[src/rtl/hazard_ctrl_pkg.sv]
`default_nettype none
// ============================================================================
// Module   : hazard_ctrl_pkg
// Brief    : Shared pipeline-control types for the 5-stage RV32I core:
//            forwarding selects, memory-wait FSM states and the x0 index.
// Revision : 1.0 - initial release
// ============================================================================
package hazard_ctrl_pkg;

  // Operand source selected by the Execute-stage forwarding muxes
  typedef enum logic [1:0] {
    FWD_RF = 2'b00,   // value read from the register file in Decode
    FWD_W  = 2'b01,   // ResultW from the Writeback stage
    FWD_M  = 2'b10    // ALUResultM from the Memory stage
  } fwd_sel_t;

  // Data-memory wait FSM
  typedef enum logic [0:0] {
    RUN  = 1'b0,
    WAIT = 1'b1
  } hz_state_t;

  // x0 is hard-wired to zero, so it never creates a dependency
  localparam logic [4:0] REG_ZERO = 5'd0;

  // Pick the youngest in-flight producer of a source register.
  // Memory holds the more recent write, so it wins over Writeback.
  function automatic fwd_sel_t fwd_select(
    input logic [4:0] rs,
    input logic [4:0] rd_m,
    input logic       regwrite_m,
    input logic [4:0] rd_w,
    input logic       regwrite_w
  );
    if (regwrite_m && (rd_m != REG_ZERO) && (rd_m == rs)) begin
      return FWD_M;
    end else if (regwrite_w && (rd_w != REG_ZERO) && (rd_w == rs)) begin
      return FWD_W;
    end else begin
      return FWD_RF;
    end
  endfunction

endpackage
`default_nettype wire

[src/rtl/hazard_ctrl_if.sv]
`default_nettype none
// ============================================================================
// Module   : hazard_ctrl_if
// Brief    : Bundle between the pipeline stage registers and the hazard
//            controller. The pipeline side (master) supplies register
//            indices and memory status; the controller side (slave) returns
//            stall/flush enables, forwarding selects and status counters.
// Revision : 1.0 - initial release
// ============================================================================
interface hazard_ctrl_if #(
  parameter int CNT_WIDTH = 32
);

  // Decode stage
  logic [4:0]           Rs1D;
  logic [4:0]           Rs2D;
  // Execute stage
  logic [4:0]           Rs1E;
  logic [4:0]           Rs2E;
  logic [4:0]           RdE;
  logic                 ResultSrcE;
  logic                 PCSrcE;
  // Memory stage
  logic [4:0]           RdM;
  logic                 RegWriteM;
  logic                 MemReqM;
  logic                 MemReadyM;
  // Writeback stage
  logic [4:0]           RdW;
  logic                 RegWriteW;

  // Controls returned to the stage registers
  logic                 StallF;
  logic                 StallD;
  logic                 StallE;
  logic                 StallM;
  logic                 FlushD;
  logic                 FlushE;
  logic                 FlushW;
  logic [1:0]           ForwardAE;
  logic [1:0]           ForwardBE;

  // Status
  logic                 MemTimeout;
  logic [CNT_WIDTH-1:0] StallCount;
  logic [CNT_WIDTH-1:0] FlushCount;

  // Pipeline datapath side
  modport master (
    output Rs1D, Rs2D, Rs1E, Rs2E, RdE, ResultSrcE, PCSrcE,
    output RdM, RegWriteM, MemReqM, MemReadyM, RdW, RegWriteW,
    input  StallF, StallD, StallE, StallM, FlushD, FlushE, FlushW,
    input  ForwardAE, ForwardBE, MemTimeout, StallCount, FlushCount
  );

  // Hazard controller side
  modport slave (
    input  Rs1D, Rs2D, Rs1E, Rs2E, RdE, ResultSrcE, PCSrcE,
    input  RdM, RegWriteM, MemReqM, MemReadyM, RdW, RegWriteW,
    output StallF, StallD, StallE, StallM, FlushD, FlushE, FlushW,
    output ForwardAE, ForwardBE, MemTimeout, StallCount, FlushCount
  );

endinterface
`default_nettype wire

[src/rtl/hazard_ctrl_sat_counter.sv]
`default_nettype none
// ============================================================================
// Module   : sat_counter
// Brief    : Up-counter that sticks at MAX_VAL instead of wrapping.
//            Synchronous clear has priority over increment.
// Revision : 1.0 - initial release
// ============================================================================
module sat_counter #(
  parameter int               WIDTH   = 32,
  parameter logic [WIDTH-1:0] MAX_VAL = '1
) (
  input  wire logic             clk,
  input  wire logic             rst_n,
  input  wire logic             clr,
  input  wire logic             en,
  output      logic [WIDTH-1:0] count
);

  // Count enabled cycles, clamped at MAX_VAL
  always_ff @(posedge clk or negedge rst_n) begin
    if (!rst_n) begin
      count <= '0;
    end else if (clr) begin
      count <= '0;
    end else if (en && (count != MAX_VAL)) begin
      count <= count + WIDTH'(1);
    end
  end

endmodule
`default_nettype wire

[src/rtl/hazard_ctrl.sv]
`default_nettype none
// ============================================================================
// Module   : hazard_ctrl
// Brief    : Reverse-direction control for the 5-stage RV32I pipeline.
//            Produces operand forwarding selects, stage stall/flush enables
//            (memory wait > taken branch > load-use), a data-memory wait FSM
//            with sticky timeout, and saturating stall/flush counters.
//            The interface instance must carry the same CNT_WIDTH.
// Revision : 1.0 - initial release
// ============================================================================
module hazard_ctrl
  import hazard_ctrl_pkg::*;
#(
  parameter int CNT_WIDTH  = 32,
  parameter int WAIT_LIMIT = 64
) (
  input wire logic    clk,
  input wire logic    rst_n,
  hazard_ctrl_if.slave hz
);

  // Wide enough to hold WAIT_LIMIT itself
  localparam int                  c_WAIT_W   = $clog2(WAIT_LIMIT + 1);
  localparam logic [c_WAIT_W-1:0] c_WAIT_MAX = c_WAIT_W'(WAIT_LIMIT);

  logic                w_memwait;
  logic                w_loaduse;
  logic                w_wait_clr;
  logic                w_wait_en;
  logic [c_WAIT_W-1:0] w_wait_cnt;
  hz_state_t           r_state;
  logic                r_timeout;

  // A pending memory access stalls the whole pipe in the very cycle it misses
  assign w_memwait = hz.MemReqM && !hz.MemReadyM;

  // A load in Execute whose destination is read by the instruction in Decode
  assign w_loaduse = hz.ResultSrcE && (hz.RdE != REG_ZERO) &&
                     ((hz.RdE == hz.Rs1D) || (hz.RdE == hz.Rs2D));

  // Operand bypass selects for the two Execute-stage ALU inputs
  assign hz.ForwardAE = fwd_select(hz.Rs1E, hz.RdM, hz.RegWriteM, hz.RdW, hz.RegWriteW);
  assign hz.ForwardBE = fwd_select(hz.Rs2E, hz.RdM, hz.RegWriteM, hz.RdW, hz.RegWriteW);

  // Stall/flush arbitration; a branch seen during a memory wait is simply
  // held in Execute and resolves once the wait releases
  always_comb begin
    hz.StallF = 1'b0;
    hz.StallD = 1'b0;
    hz.StallE = 1'b0;
    hz.StallM = 1'b0;
    hz.FlushD = 1'b0;
    hz.FlushE = 1'b0;
    hz.FlushW = 1'b0;
    if (w_memwait) begin
      hz.StallF = 1'b1;
      hz.StallD = 1'b1;
      hz.StallE = 1'b1;
      hz.StallM = 1'b1;
      hz.FlushW = 1'b1;
    end else if (hz.PCSrcE) begin
      hz.FlushD = 1'b1;
      hz.FlushE = 1'b1;
    end else if (w_loaduse) begin
      hz.StallF = 1'b1;
      hz.StallD = 1'b1;
      hz.FlushE = 1'b1;
    end
  end

  // Memory-wait FSM plus sticky timeout flag
  always_ff @(posedge clk or negedge rst_n) begin
    if (!rst_n) begin
      r_state   <= RUN;
      r_timeout <= 1'b0;
    end else begin
      case (r_state)
        RUN:     if (w_memwait)    r_state <= WAIT;
        WAIT:    if (hz.MemReadyM) r_state <= RUN;
        default: r_state <= RUN;
      endcase
      if (w_wait_cnt == c_WAIT_MAX) begin
        r_timeout <= 1'b1;
      end
    end
  end

  assign hz.MemTimeout = r_timeout;

  // Wait counter restarts on each RUN->WAIT transition and ticks in WAIT
  assign w_wait_clr = (r_state == RUN) && w_memwait;
  assign w_wait_en  = (r_state == WAIT);

  sat_counter #(
    .WIDTH   (c_WAIT_W),
    .MAX_VAL (c_WAIT_MAX)
  ) u_wait_cnt (
    .clk   (clk),
    .rst_n (rst_n),
    .clr   (w_wait_clr),
    .en    (w_wait_en),
    .count (w_wait_cnt)
  );

  sat_counter #(
    .WIDTH (CNT_WIDTH)
  ) u_stall_cnt (
    .clk   (clk),
    .rst_n (rst_n),
    .clr   (1'b0),
    .en    (hz.StallF),
    .count (hz.StallCount)
  );

  sat_counter #(
    .WIDTH (CNT_WIDTH)
  ) u_flush_cnt (
    .clk   (clk),
    .rst_n (rst_n),
    .clr   (1'b0),
    .en    (hz.FlushE),
    .count (hz.FlushCount)
  );

endmodule
`default_nettype wire
[src/flat_wrapper.sv]
// flat-port wrapper written by rule: the top's interface ports become plain ports
module hazard_ctrl_flat import hazard_ctrl_pkg::*;
#(
  parameter int CNT_WIDTH  = 32,
  parameter int WAIT_LIMIT = 64
)
  (clk, rst_n, hz_Rs1D, hz_Rs2D, hz_Rs1E, hz_Rs2E, hz_RdE, hz_ResultSrcE, hz_PCSrcE, hz_RdM, hz_RegWriteM, hz_MemReqM, hz_MemReadyM, hz_RdW, hz_RegWriteW, hz_StallF, hz_StallD, hz_StallE, hz_StallM, hz_FlushD, hz_FlushE, hz_FlushW, hz_ForwardAE, hz_ForwardBE, hz_MemTimeout, hz_StallCount, hz_FlushCount);
  hazard_ctrl_if #(.CNT_WIDTH(CNT_WIDTH)) hz_i ();
  input wire logic clk;
  input wire logic rst_n;
  input wire logic [$bits(hz_i.Rs1D)-1:0] hz_Rs1D;
  input wire logic [$bits(hz_i.Rs2D)-1:0] hz_Rs2D;
  input wire logic [$bits(hz_i.Rs1E)-1:0] hz_Rs1E;
  input wire logic [$bits(hz_i.Rs2E)-1:0] hz_Rs2E;
  input wire logic [$bits(hz_i.RdE)-1:0] hz_RdE;
  input wire logic [$bits(hz_i.ResultSrcE)-1:0] hz_ResultSrcE;
  input wire logic [$bits(hz_i.PCSrcE)-1:0] hz_PCSrcE;
  input wire logic [$bits(hz_i.RdM)-1:0] hz_RdM;
  input wire logic [$bits(hz_i.RegWriteM)-1:0] hz_RegWriteM;
  input wire logic [$bits(hz_i.MemReqM)-1:0] hz_MemReqM;
  input wire logic [$bits(hz_i.MemReadyM)-1:0] hz_MemReadyM;
  input wire logic [$bits(hz_i.RdW)-1:0] hz_RdW;
  input wire logic [$bits(hz_i.RegWriteW)-1:0] hz_RegWriteW;
  output wire logic [$bits(hz_i.StallF)-1:0] hz_StallF;
  output wire logic [$bits(hz_i.StallD)-1:0] hz_StallD;
  output wire logic [$bits(hz_i.StallE)-1:0] hz_StallE;
  output wire logic [$bits(hz_i.StallM)-1:0] hz_StallM;
  output wire logic [$bits(hz_i.FlushD)-1:0] hz_FlushD;
  output wire logic [$bits(hz_i.FlushE)-1:0] hz_FlushE;
  output wire logic [$bits(hz_i.FlushW)-1:0] hz_FlushW;
  output wire logic [$bits(hz_i.ForwardAE)-1:0] hz_ForwardAE;
  output wire logic [$bits(hz_i.ForwardBE)-1:0] hz_ForwardBE;
  output wire logic [$bits(hz_i.MemTimeout)-1:0] hz_MemTimeout;
  output wire logic [$bits(hz_i.StallCount)-1:0] hz_StallCount;
  output wire logic [$bits(hz_i.FlushCount)-1:0] hz_FlushCount;
  assign hz_i.Rs1D = hz_Rs1D;
  assign hz_i.Rs2D = hz_Rs2D;
  assign hz_i.Rs1E = hz_Rs1E;
  assign hz_i.Rs2E = hz_Rs2E;
  assign hz_i.RdE = hz_RdE;
  assign hz_i.ResultSrcE = hz_ResultSrcE;
  assign hz_i.PCSrcE = hz_PCSrcE;
  assign hz_i.RdM = hz_RdM;
  assign hz_i.RegWriteM = hz_RegWriteM;
  assign hz_i.MemReqM = hz_MemReqM;
  assign hz_i.MemReadyM = hz_MemReadyM;
  assign hz_i.RdW = hz_RdW;
  assign hz_i.RegWriteW = hz_RegWriteW;
  assign hz_StallF = hz_i.StallF;
  assign hz_StallD = hz_i.StallD;
  assign hz_StallE = hz_i.StallE;
  assign hz_StallM = hz_i.StallM;
  assign hz_FlushD = hz_i.FlushD;
  assign hz_FlushE = hz_i.FlushE;
  assign hz_FlushW = hz_i.FlushW;
  assign hz_ForwardAE = hz_i.ForwardAE;
  assign hz_ForwardBE = hz_i.ForwardBE;
  assign hz_MemTimeout = hz_i.MemTimeout;
  assign hz_StallCount = hz_i.StallCount;
  assign hz_FlushCount = hz_i.FlushCount;
  hazard_ctrl #(.CNT_WIDTH(CNT_WIDTH), .WAIT_LIMIT(WAIT_LIMIT)) u_core (.clk(clk), .rst_n(rst_n), .hz(hz_i));
endmodule
[config.mk]
export PLATFORM = sky130hd
export DESIGN_NAME = hazard_ctrl_flat
export DESIGN_NICKNAME = d
export VERILOG_FILES = /design/src/rtl/hazard_ctrl_pkg.sv /design/src/rtl/hazard_ctrl_if.sv /design/src/rtl/hazard_ctrl_sat_counter.sv /design/src/rtl/hazard_ctrl.sv /design/src/flat_wrapper.sv
export SDC_FILE = /design/constraint.sdc
export NUM_CORES = 1
export LEC_CHECK = 0
export ABC_CLOCK_PERIOD_IN_PS = 2750
export CORE_MARGIN = 5
export CORE_UTILIZATION = 43
export CTS_CLUSTER_DIAMETER = 30
export DETAILED_ROUTE_END_ITERATION = 6
export GPL_TIMING_DRIVEN = 0
export PLACE_DENSITY = 0.77
export SYNTH_ARGS = -nofsm -noshare
export SYNTH_HDL_FRONTEND = slang
export SYNTH_SLANG_ARGS = --single-unit
[constraint.sdc]
create_clock -name clk -period 2.75 [get_ports clk]
set_input_delay 0.6875 -clock clk [delete_from_list [all_inputs] [get_ports clk]]
set_output_delay 0.6875 -clock clk [all_outputs]
set_load 0.05 [all_outputs]
== Word-level counts from Yosys, hierarchy flattened ==
Index checks and enable logic that the tools add are counted.
Word-level totals
  flip-flop bits (word level): 73
  output and inout bits: 76
Cells by class
  add/sub/neg operators: 3
  equality and inequality tests: 10
  muxes and demuxes: 16
  bitwise operators: 1
  reductions and logical operators: 19
Operators by type and width (count)
  adder 32 x 1 -> 32 bit (second input constant): 2
  inequality test 32 bit (second input constant): 2
  == test 5 bit: 6
  nonzero test 5 bit: 3
  2-to-1 mux 7 bit: 2
  logical AND 1 bit: 13
  2-to-1 mux 1 bit: 11
  adder 7 x 1 -> 7 bit (second input constant): 1
  == test 7 bit (second input constant): 1
  inequality test 7 bit (second input constant): 1
  2-to-1 mux 2 bit: 2
  one-hot mux 1 bit (2 select lines): 1
  nonzero test 2 bit: 1
  zero test 1 bit: 1
  logical OR 1 bit: 1
  NOT 1 bit: 1

== Longest topological paths before layout ==
Gate-level depths: netlist (run 1).
  depth in word-level cells: 7
  depth in mapped cells: 9
  mapped depth without buffers: 7

== By module ==
From an unflattened synthesis (run 1), not the netlist that was laid out.
Second synthesis, totals
  cell total of the unflattened synthesis: 508
  area, all modules: 4675.7 um^2
By module, submodules not included
  sat_counter at u_core.u_flush_cnt ...: times used 2, cells an instance 198, area each 1854.3 um^2, seq. area each 800.8 um^2
  hazard_ctrl: times used 1, cells an instance 67, area each 534.3 um^2, seq. area each 50.0 um^2
  sat_counter at u_core.u_wait_cnt: times used 1, cells an instance 45, area each 432.9 um^2, seq. area each 175.2 um^2

== Worst setup path before layout (run 1) ==
Ideal clock, no wire load.
  kind: in2out
  start point: input hz_RdM[0]
  end point: output hz_ForwardAE[0]
  arrival time: 3265 ps
  required time: 2062 ps
  slack: -1202 ps
  stages on the path: 4
  buffers on the path: 0
  path through: or4_1 o21ai_0 nor4_1 nor4_1
Between the ends
  word-level cells in the longest chain between the ends: 4
  elaborated cells between the ends (all ways): 5
  those cells by class: eq/ne (1); mux (1); reduce/logical (3)
RTL lines
  start, declared: RTL line flat_wrapper.sv:18  | input wire logic [$bits(hz_i.RdM)-1:0] hz_RdM;
  nonzero test 5 bit: RTL line hazard_ctrl_pkg.sv:35  | if (regwrite_m && (rd_m != REG_ZERO) && (rd_m == rs)) begin
  logical AND 1 bit: RTL line hazard_ctrl_pkg.sv:35
  logical AND 1 bit *: RTL line hazard_ctrl_pkg.sv:35
  2-to-1 mux 2 bit *: RTL line hazard_ctrl_pkg.sv:35
  end, declared: RTL line flat_wrapper.sv:31  | output wire logic [$bits(hz_i.ForwardAE)-1:0] hz_ForwardAE;
Mark *: on every way between the ends. The rest lies on a longest branch, timed or not.

== Worst setup path after layout (run 1) ==
  start point: input hz_RdE[4]
  end point: output hz_StallF
Between the ends
  word-level cells in the longest chain between the ends: 6
  elaborated cells between the ends (all ways): 9
  those cells by class: eq/ne (2); mux (3); reduce/logical (4)
RTL lines
  start, declared: RTL line flat_wrapper.sv:15  | input wire logic [$bits(hz_i.RdE)-1:0] hz_RdE;
  == test 5 bit or nonzero test 5 bit (tied branches): RTL line hazard_ctrl.sv:39, hazard_ctrl.sv:38
  logical OR 1 bit or logical AND 1 bit (tied branches): RTL line hazard_ctrl.sv:39, hazard_ctrl.sv:38
  logical AND 1 bit *: RTL line hazard_ctrl.sv:38  | assign w_loaduse = hz.ResultSrcE && (hz.RdE != REG_ZERO) &&
  2-to-1 mux 1 bit *: RTL line hazard_ctrl.sv:64  | end else if (w_loaduse) begin
  2-to-1 mux 1 bit *: RTL line hazard_ctrl.sv:61  | end else if (hz.PCSrcE) begin
  2-to-1 mux 1 bit *: RTL line hazard_ctrl.sv:55  | if (w_memwait) begin
  end, declared: RTL line flat_wrapper.sv:24  | output wire logic [$bits(hz_i.StallF)-1:0] hz_StallF;
Marks and branches as above.

==> results of run 1 <==
per-layer routing:
layer	routed length [um]	track usage, %	up-vias
li1	-	-	1659
met1	4780	25.5	1634
met2	4610	29.0	120
met3	657	4.21	10
met4	102	4.93	0
met5	0	0	-
area by class of cell:
cell class | count | area, sq um | share of cell area (%)
well taps | 111 | 139 | 2.38
clock buffers | 9 | 124 | 2.12
flip-flops and latches | 73 | 1830 | 31.3
clock inverters | 7 | 95.1 | 1.63
repair buffers | 130 | 1280 | 22.0
multi-input cells | 299 | 2220 | 38.0
plain buffers | 13 | 113 | 1.93
inverters | 8 | 33.8 | 0.579
state kept, by name (all words and copies together), names as in the netlist:
name / count
u_core.hz.MemTimeout: 1
u_core.r_state: 1
u_core.u_flush_cnt.count: 32
u_core.u_stall_cnt.count: 32
u_core.u_wait_cnt.count: 7
logic make-up (layout without fill, tap and decap cells):
logic type | count (synthesis) | after routing | synth area share [%]
AOI/OAI and AO/OA | 16 | 16 | 2.71
xor gates and xnor gates | 94 | 94 | 20.5
adders and majority gates | 4 | 4 | 1.24
buffers and inverters | 21 | 167 | 3.17
DFF | 73 | 73 | 45.4
muxes | 4 | 4 | 1.09
and+or+nand+nor | 181 | 181 | 25.9
cells in the final DEF, fill, tap and decap left out, types with 4 or more instances in the layout:
cell             netlist  final
nor3b_1                4      4
dlymetal6s2s_1         0     11
xor2_1                54     54
clkbuf_8               0      9
ha_1                   4      4
nor4_4                 0      4
inv_1                  8      6
dfrtp_1               73     73
buf_2                  0      5
nor2b_1                4      4
nor4_1                12      8
nand3_1               22     22
xnor2_1               40     38
buf_6                  3     14
nor3_1                22     22
nor2_1                18     16
clkbuf_2               0      7
nand4_1               19     19
and2_1                 5      5
and3_1                13     13
and4_1                10     10
buf_4                  7     18
clkdlybuf4s50_1        0     72
buf_8                  0      5
or4_4                  0      5
nand2_1               32     32
cells in the mapped netlist, types with 7 or more instances:
| cell type | number | area share, % |
|---|---|---|
| nor3_1 | 22 | 2.7 |
| inv_1 | 8 | 0.75 |
| buf_4 | 7 | 1.3 |
| and3_1 | 13 | 2.0 |
| nand2_1 | 32 | 3.0 |
| nand3_1 | 22 | 2.7 |
| and4_1 | 10 | 2.2 |
| dfrtp_1 | 73 | 45 |
| xor2_1 | 54 | 12 |
| nor2_1 | 18 | 1.7 |
| nor4_1 | 12 | 1.9 |
| nand4_1 | 19 | 3.0 |
| xnor2_1 | 40 | 8.7 |
critical path, stage by stage:
cell        delay, ns
buf_8            0.09
or4_4            0.54
o21ai_4          0.19
nor2_4           0.07
a21oi_4          0.16
buf_6            0.14
clkinvlp_4       0.09
buf_8            0.12
buf_8            0.14
metrics by stage:
stage                     util, %  instances  hold slack (ns)  area, sq um  power, mW
final                        63.4        650            0.321         5830       3.49
after global routing         63.4        650            0.350         5830       3.65
after CTS                    62.7        646            0.348         5770       3.50
after detailed placement     59.3        623            0.462         5450       2.56
after global placement       59.0        622            0.457         5430       2.53
after floorplan                 -        393            0.392         4110       2.10
power by group:
| group | switching [mW] | total [mW] | internal, mW |
|---|---|---|---|
| sequential | 0.186 | 1.39 | 1.21 |
| clock | 0.418 | 0.928 | 0.511 |
| combinational | 0.720 | 1.17 | 0.448 |
timing repair:
| item | in CTS | in global routing |
|---|---|---|
| resized for setup | 128 | 57 |
| setup endpoints to repair | 11 | 7 |
| buffers inserted | 7 | 4 |
| gates cloned | 0 | 0 |
| endpoints found under the hold margin | 0 | 0 |
| pin swaps | 15 | 17 |
final timing paths:
path                                             start                      endpoint  slack, ns  cells past startpoint
setup / recovery                             hz_RdE[4]                     hz_StallF      -0.17                      9
hold / removal                                   rst_n   u_core.u_flush_cnt.count[3]       0.32                      2
setup reg to reg           u_core.u_stall_cnt.count[0]  u_core.u_stall_cnt.count[13]       0.49                      7
hold reg to reg                   u_core.hz.MemTimeout          u_core.hz.MemTimeout       0.47                      1
max in group asynchronous                        rst_n   u_core.u_stall_cnt.count[2]       2.10                      2
min in group clk                  u_core.hz.MemTimeout          u_core.hz.MemTimeout       0.47                      1
==> run summary, run 1 <==
Status - finished with violations
Failing checks - negative setup slack
Largest net degree at the start of global routing - 74
Die width - 107 um
Synthesis-stage register bit count - 73
Post-synthesis sequential area ratio - 45.4%
Fmax - 343 MHz
Setup TNS after final layout - -0.286 ns
DRC - 0
Core ar. - 0.00920 sq mm
Initial antenna violation count - 0
Number of synthesized flops with an enable pin - 0
DP HPWL - 7.29 mm
Routed WL - 10.1 mm
CTS Sinks - 73
Clock buffer depth - 2
Max transition margin - 59.6%
Yosys Warn Count - 0
Initial Util - 43.7%
Final net count - 581
CTS Root Cell - clkbuf_8
Cell count after synthesis - 393
Number of global-route vias before repair - 3489
Avg Inst Size Synth - 10.2 sq um
Die area - 0.0114 sq mm
Post-DR wirelength/cell - 15.6 um
# Max-Cap Violations - 0
Top FF cell, synth - dfrtp_1
ANT nets after route - 0
Remaining global-route overflow - 0
# setup viols final - 3
# H-tree levels - 3
Hold-fix buffers, CTS - 0
Detailed-router iteration count before antenna repair - 4
Pins Over Slew Limit - 0
CP endpoint kind - primary output
Standard-cell rows - 35
Worst VDD drop - 0.531 mV
Largest fanout on the critical path - 3
I/O pin total - 119
Drt initial violations - 141
Layout area overhead - 45.1%
CTS tree - yes
Reg clk slew, reported paths - 0.08 ns
Leakage power total - 2.65 nW
Gr usage total - 18.4%
Fraction of layout cells with a size suffix above 1 - 18.6%
Final period util - 106%
Fin Clk Skew - 0.0118 ns
Setup WS pre-CTS - -1.38 ns
Clock Latency Late Sink - 0.35 ns
IO Port Bufs - 118
Worst Tran Pin Value - 0.602 ns
Final Hold Viols - 0
Hold WC Path Type - in2async
WP data arrival - 2.23 ns
WP data required - 2.06 ns
Vias/cell - 5.27
Syn nets - 440
First-pass GRT wire length - 17.2 mm
N_diodes - 0
Pwr Density - 598 mW/mm^2
Total number of vias - 3423
Fill count - 741
Die H - 107 um
Asr flop ratio synth - 100%
Startpoint types - primary input
Post-Syn Area - 0.00402 sq mm
PnR worst setup slack - -0.166 ns
Placer Congestion - 0.831
Setup CP Type - in2out
RSZ-0062 raised after global routing - yes
Post-synth cell types - 41
Minimum clock period - 2.92 ns
CTS buffer count - 9
No activity file was read; power rests on OpenSTA's default activity.
==> run 2, diff against run 1 <==
- SKIP_CTS_REPAIR_TIMING: not set -> 1
==> run summary, run 2 (synthesis results as in run 1) <==
Minimum clock period - 3.01 ns
Total number of vias - 3478
CTS Root Cell - clkbuf_8
DR top layer - met4
First-pass GRT wire length - 16.7 mm
Die H - 107 um
Max transition margin - 59.0%
Leakage power total - 2.81 nW
Met3 wire length - 661 um
Biggest regs - u_core.u_flush_cnt.count: 32 flops, u_core.u_stall_cnt.count: 32 flops, u_core.u_wait_cnt.count: 7 flops
Fin Clk Skew - 0.0140 ns
Worst setup path start - hz_RdE[4]
Startpoint types - primary input
# Max-Cap Violations - 0
Final period util - 110%
Vias/cell - 5.31
CTS Sinks - 73
Final Hold Viols - 0
Initial antenna violation count - 0
Met2 WL - 4.65 mm
Die width - 107 um
Routed WL - 10.1 mm
DP HPWL - 7.29 mm
Fmax - 332 MHz
CTS tree - yes
Die area - 0.0114 sq mm
I/O pin total - 119
R2r startpoint - u_core.u_stall_cnt.count[0]
Number of global-route vias before repair - 3422
Fill count - 717
Reg clk slew, reported paths - 0.08 ns
Metal1 wirelength - 4.69 mm
# setup viols final - 4
Standard-cell rows - 35
DRC - 0
CTS buffer count - 9
RSZ-0062 raised after global routing - yes
Initial Util - 43.7%
IO Port Bufs - 118
Worst Tran Pin Value - 0.610 ns
Post-DR wirelength/cell - 15.4 um
WP data arrival - 2.33 ns
Drt initial violations - 155
Final net count - 586
WP data required - 2.06 ns
Remaining global-route overflow - 0
Setup TNS after final layout - -0.525 ns
Pins Over Slew Limit - 0
Failing checks - negative setup slack
Largest net degree at the start of global routing - 74
Final Total Pwr - 3.49 mW
Core ar. - 0.00920 sq mm
Fraction of layout cells with a size suffix above 1 - 16.9%
Worst VDD drop - 0.533 mV
PnR worst setup slack - -0.265 ns
Setup WS pre-CTS - -1.38 ns
Clock buffer depth - 2
Detailed-router iteration count before antenna repair - 4
Most frequent cells in the layout - clkdlybuf4s50_1 (73), dfrtp_1 (73), xor2_1 (53), xnor2_1 (38), nand2_1 (32)
Placer Congestion - 0.831
Gr usage total - 17.9%
CP endpoint kind - primary output
Setup CP Type - in2out
Largest fanout on the critical path - 7
Dpl cell area - 0.00545 sq mm
N_diodes - 0
Status - finished with violations
Post-route cell area - 0.00595 sq mm
# H-tree levels - 3
Hold WC Path Type - in2async
ANT nets after route - 0
Layout area overhead - 48.0%
Clock Latency Late Sink - 0.35 ns
Pwr Density - 587 mW/mm^2
==> run 2: changes by cell type in the layout (fill, tap and decap cells not counted), sizes merged <==
cell,before,now
dlymetal6s2s,11,27
buf,43,38
clkdlybuf4s15,3,0
dlygate4sd2,3,0
clkdlybuf4s18,1,0
clkdlybuf4s50,72,73
==> run 2: worst paths after layout <==
path,to,slack (ns),cells past startpoint
worst max-delay path,hz_StallF,-0.26,9
worst min-delay path,u_core.u_flush_cnt.count[3],0.32,2
worst max register to register,u_core.u_stall_cnt.count[13],0.48,7
worst min register to register,u_core.hz.MemTimeout,0.47,1
max in group asynchronous,u_core.u_stall_cnt.count[17],2.10,2
min in group clk,u_core.hz.MemTimeout,0.47,1
==> run 2: cell type report <==
cell class              instances  area (sq um)  area share [%]
multi-input cells             299          2220            37.3
flip-flops and latches         73          1830            30.7
repair buffers                135          1400            23.5
well taps                     111           139            2.33
clock buffers                   9           124            2.08
plain buffers                  13           113            1.89
clock inverters                 7          95.1            1.60
inverters                       8          33.8           0.568
==> run 2: worst max-delay path, stage by stage <==
cell	delay, ns
buf_8	0.10
or4_4	0.55
o21ai_4	0.22
nor2_4	0.07
a21oi_4	0.18
buf_6	0.16
clkinvlp_4	0.10
buf_8	0.12
buf_8	0.14
==> run 2: per-layer routing <==
layer | global-route usage [%] | up-vias
met1 | 24.7 | 1676
met2 | 28.1 | 116
met5 | 0 | -
met3 | 4.39 | 8
met4 | 4.93 | 0
li1 | - | 1678
==> run 2: per-stage QoR <==
stage,utilization (%),instances,hold WS [ns]
2_1_floorplan,-,393,0.392
3_3_place_gp,59.0,622,0.457
3_5_place_dp,59.3,623,0.462
4_1_cts,61.7,639,0.348
5_1_grt,64.7,655,0.348
6_report,64.7,655,0.324
==> run 2: power by group <==
part | internal, mW | switching, mW
Combinational | 0.457 | 0.720
Clock | 0.510 | 0.413
Sequential | 1.21 | 0.187
Total | 2.18 | 1.32
==> RTL change (settings of run 2) <==
The package constant `REG_ZERO` goes from 5'd0 to 5'd1.
--- a/src/rtl/hazard_ctrl_pkg.sv
+++ b/src/rtl/hazard_ctrl_pkg.sv
@@ -22,5 +22,5 @@
 
   // x0 is hard-wired to zero, so it never creates a dependency
-  localparam logic [4:0] REG_ZERO = 5'd0;
+  localparam logic [4:0] REG_ZERO = 5'd1;
 
   // Pick the youngest in-flight producer of a source register.
Behaviour: not the same (Yosys sat finds a counterexample within 4 cycles, from zero or initial values and one cycle with rst_n low).
==> RTL change against run 2 <==
- the run still ends with setup timing left
- setup slack gained 0.14 ns
- non-clock buffer count shrank 10
- area after synthesis up 1.2%
- combinational power is 9% lower
- power fell by 0.91%
- fmax rose by 5.0%
- sequential cell count unchanged
- hold slack got worse by 0.20 ns
- wire length rose by 9.2%
- design area rose by 0.29%
- highest routed layer unchanged
==> RTL change: results (changes against run 2) <==
- Distinct cells, synth: 50 (was 41)
- Reg2reg setup slack: 0.17 ns (was 0.48 ns)
- Worst r2r dst: u_core.u_stall_cnt.count[1] (was u_core.u_stall_cnt.count[13])
- Leak Pwr: 0.00271 uW (was 0.00281 uW)
- Average via count per standard cell: 5.24 (was 5.31)
- Failing checks: setup timing (unchanged)
- Sequential area share after synthesis: 0.449 (was 0.454)
- Met1 global-route usage: 0.254 (was 0.247)
- Routed length on met3: 611 um (was 661 um)
- Top delay family on crit path: compound AO/OA/AOI/OAI gates (was simple AND/OR/NAND/NOR gates)
- Metal-1 WL: 4920 um (was 4690 um)
- Met2 WL: 5420 um (was 4650 um)
- Global-route usage over all layers: 0.189 (was 0.179)
- Final wirelength: 11,000 um (was 10,100 um)
- Synth area leaders: dfrtp_1 45%, xor2_1 14%, xnor2_1 6.5%, nand3_1 3.6%, nand2_1 3.3% (was dfrtp_1 45%, xor2_1 12%, xnor2_1 8.7%, nand2_1 3.0%, nand4_1 3.0%)
- Layout cells sized above 1: 0.181 (was 0.169)
- Peak per-stage delay on the critical path: 0.39 ns (was 0.55 ns)
- Status: finished with violations (unchanged)
- Relative slew slack: 0.564 (was 0.590)
- Met2 global-route usage: 0.311 (was 0.281)
- Post-DP HPWL: 8140 um (was 7290 um)
- Setup WS pre-CTS: -1.50 ns (was -1.38 ns)
- Final setup viols: 4 (unchanged)
- First-pass GRT wire length: 17,600 um (was 16,700 um)
- Min setup slack post-route: -0.123 ns (was -0.265 ns)
- Largest net degree at the start of global routing: 73 (was 74)
- Clock skew: 0.00926 ns (was 0.0140 ns)
- Starting DRT DRC Count: 138 (was 155)
- CP max-delay cell: o31a_4 (was or4_4)
- Net Count, Synth: 459 (was 440)
- Number of global-route vias before repair: 3,549 (was 3,422)
- Grt met3 use: 0.0468 (was 0.0439)
- Synth top cells by count: 73 x dfrtp_1, 63 x xor2_1, 36 x nand2_1, 36 x nor2_1, 30 x xnor2_1 (was 73 x dfrtp_1, 54 x xor2_1, 40 x xnor2_1, 32 x nand2_1)
==> RTL change: changes by cell type after synthesis, moves of 5 or more <==
cell            run 2  this run
inv_1               8        13
xnor2_1            40        30
and3_1             13         5
nand3_1            22        29
xor2_1             54        63
nor2_1             18        36
==> RTL change: per-stage QoR <==
| stage | power [uW] | setup TNS [ns] | hold WS [ns] | area (um^2) | std cells |
|---|---|---|---|---|---|
| 6_report | 3460 | -0.257 | 0.127 | 5970 | 687 |
| 5_1_grt | 3600 | -0.597 | 0.108 | 5970 | 687 |
| 2_1_floorplan | 2010 | -0.493 | 0.392 | 4180 | 412 |
| 3_5_place_dp | 2440 | -25.35 | 0.461 | 5540 | 660 |
| 3_3_place_gp | 2410 | -134.59 | 0.457 | 5520 | 659 |
| 4_1_cts | 3470 | -11.28 | 0.113 | 5790 | 676 |
==> RTL change: cell type report <==
type,instances,area (um^2)
Sequential cell,73,1830
Clock buffer,11,141
Fill cell,746,3270
Timing Repair Buffer,129,1300
Timing Repair inverter,1,7.51
Multi-Input combinational cell,316,2300
Clock inverter,5,103
Inverter,14,60.1
Tap cell,129,161
Buffer,9,65.1
==> RTL change: cells by family after synthesis <==
logic type / count (synthesis) / synth area share
buf+inv: 23 / 0.0271
flops: 73 / 0.449
fa+ha+maj: 4 / 0.0123
simple gates: 194 / 0.265
compound gates: 21 / 0.0360
xor+xnor: 93 / 0.200
mux: 4 / 0.0108
==> RTL change: power by group <==
| part | switching [uW] | leakage, uW | internal [uW] | total [uW] |
|---|---|---|---|---|
| clock | 405 | 0.000120 | 627 | 1030 |
| sequential | 162 | 0.000953 | 1200 | 1360 |
| combinational | 675 | 0.00164 | 399 | 1070 |
| total | 1240 | 0.00271 | 2220 | 3460 |
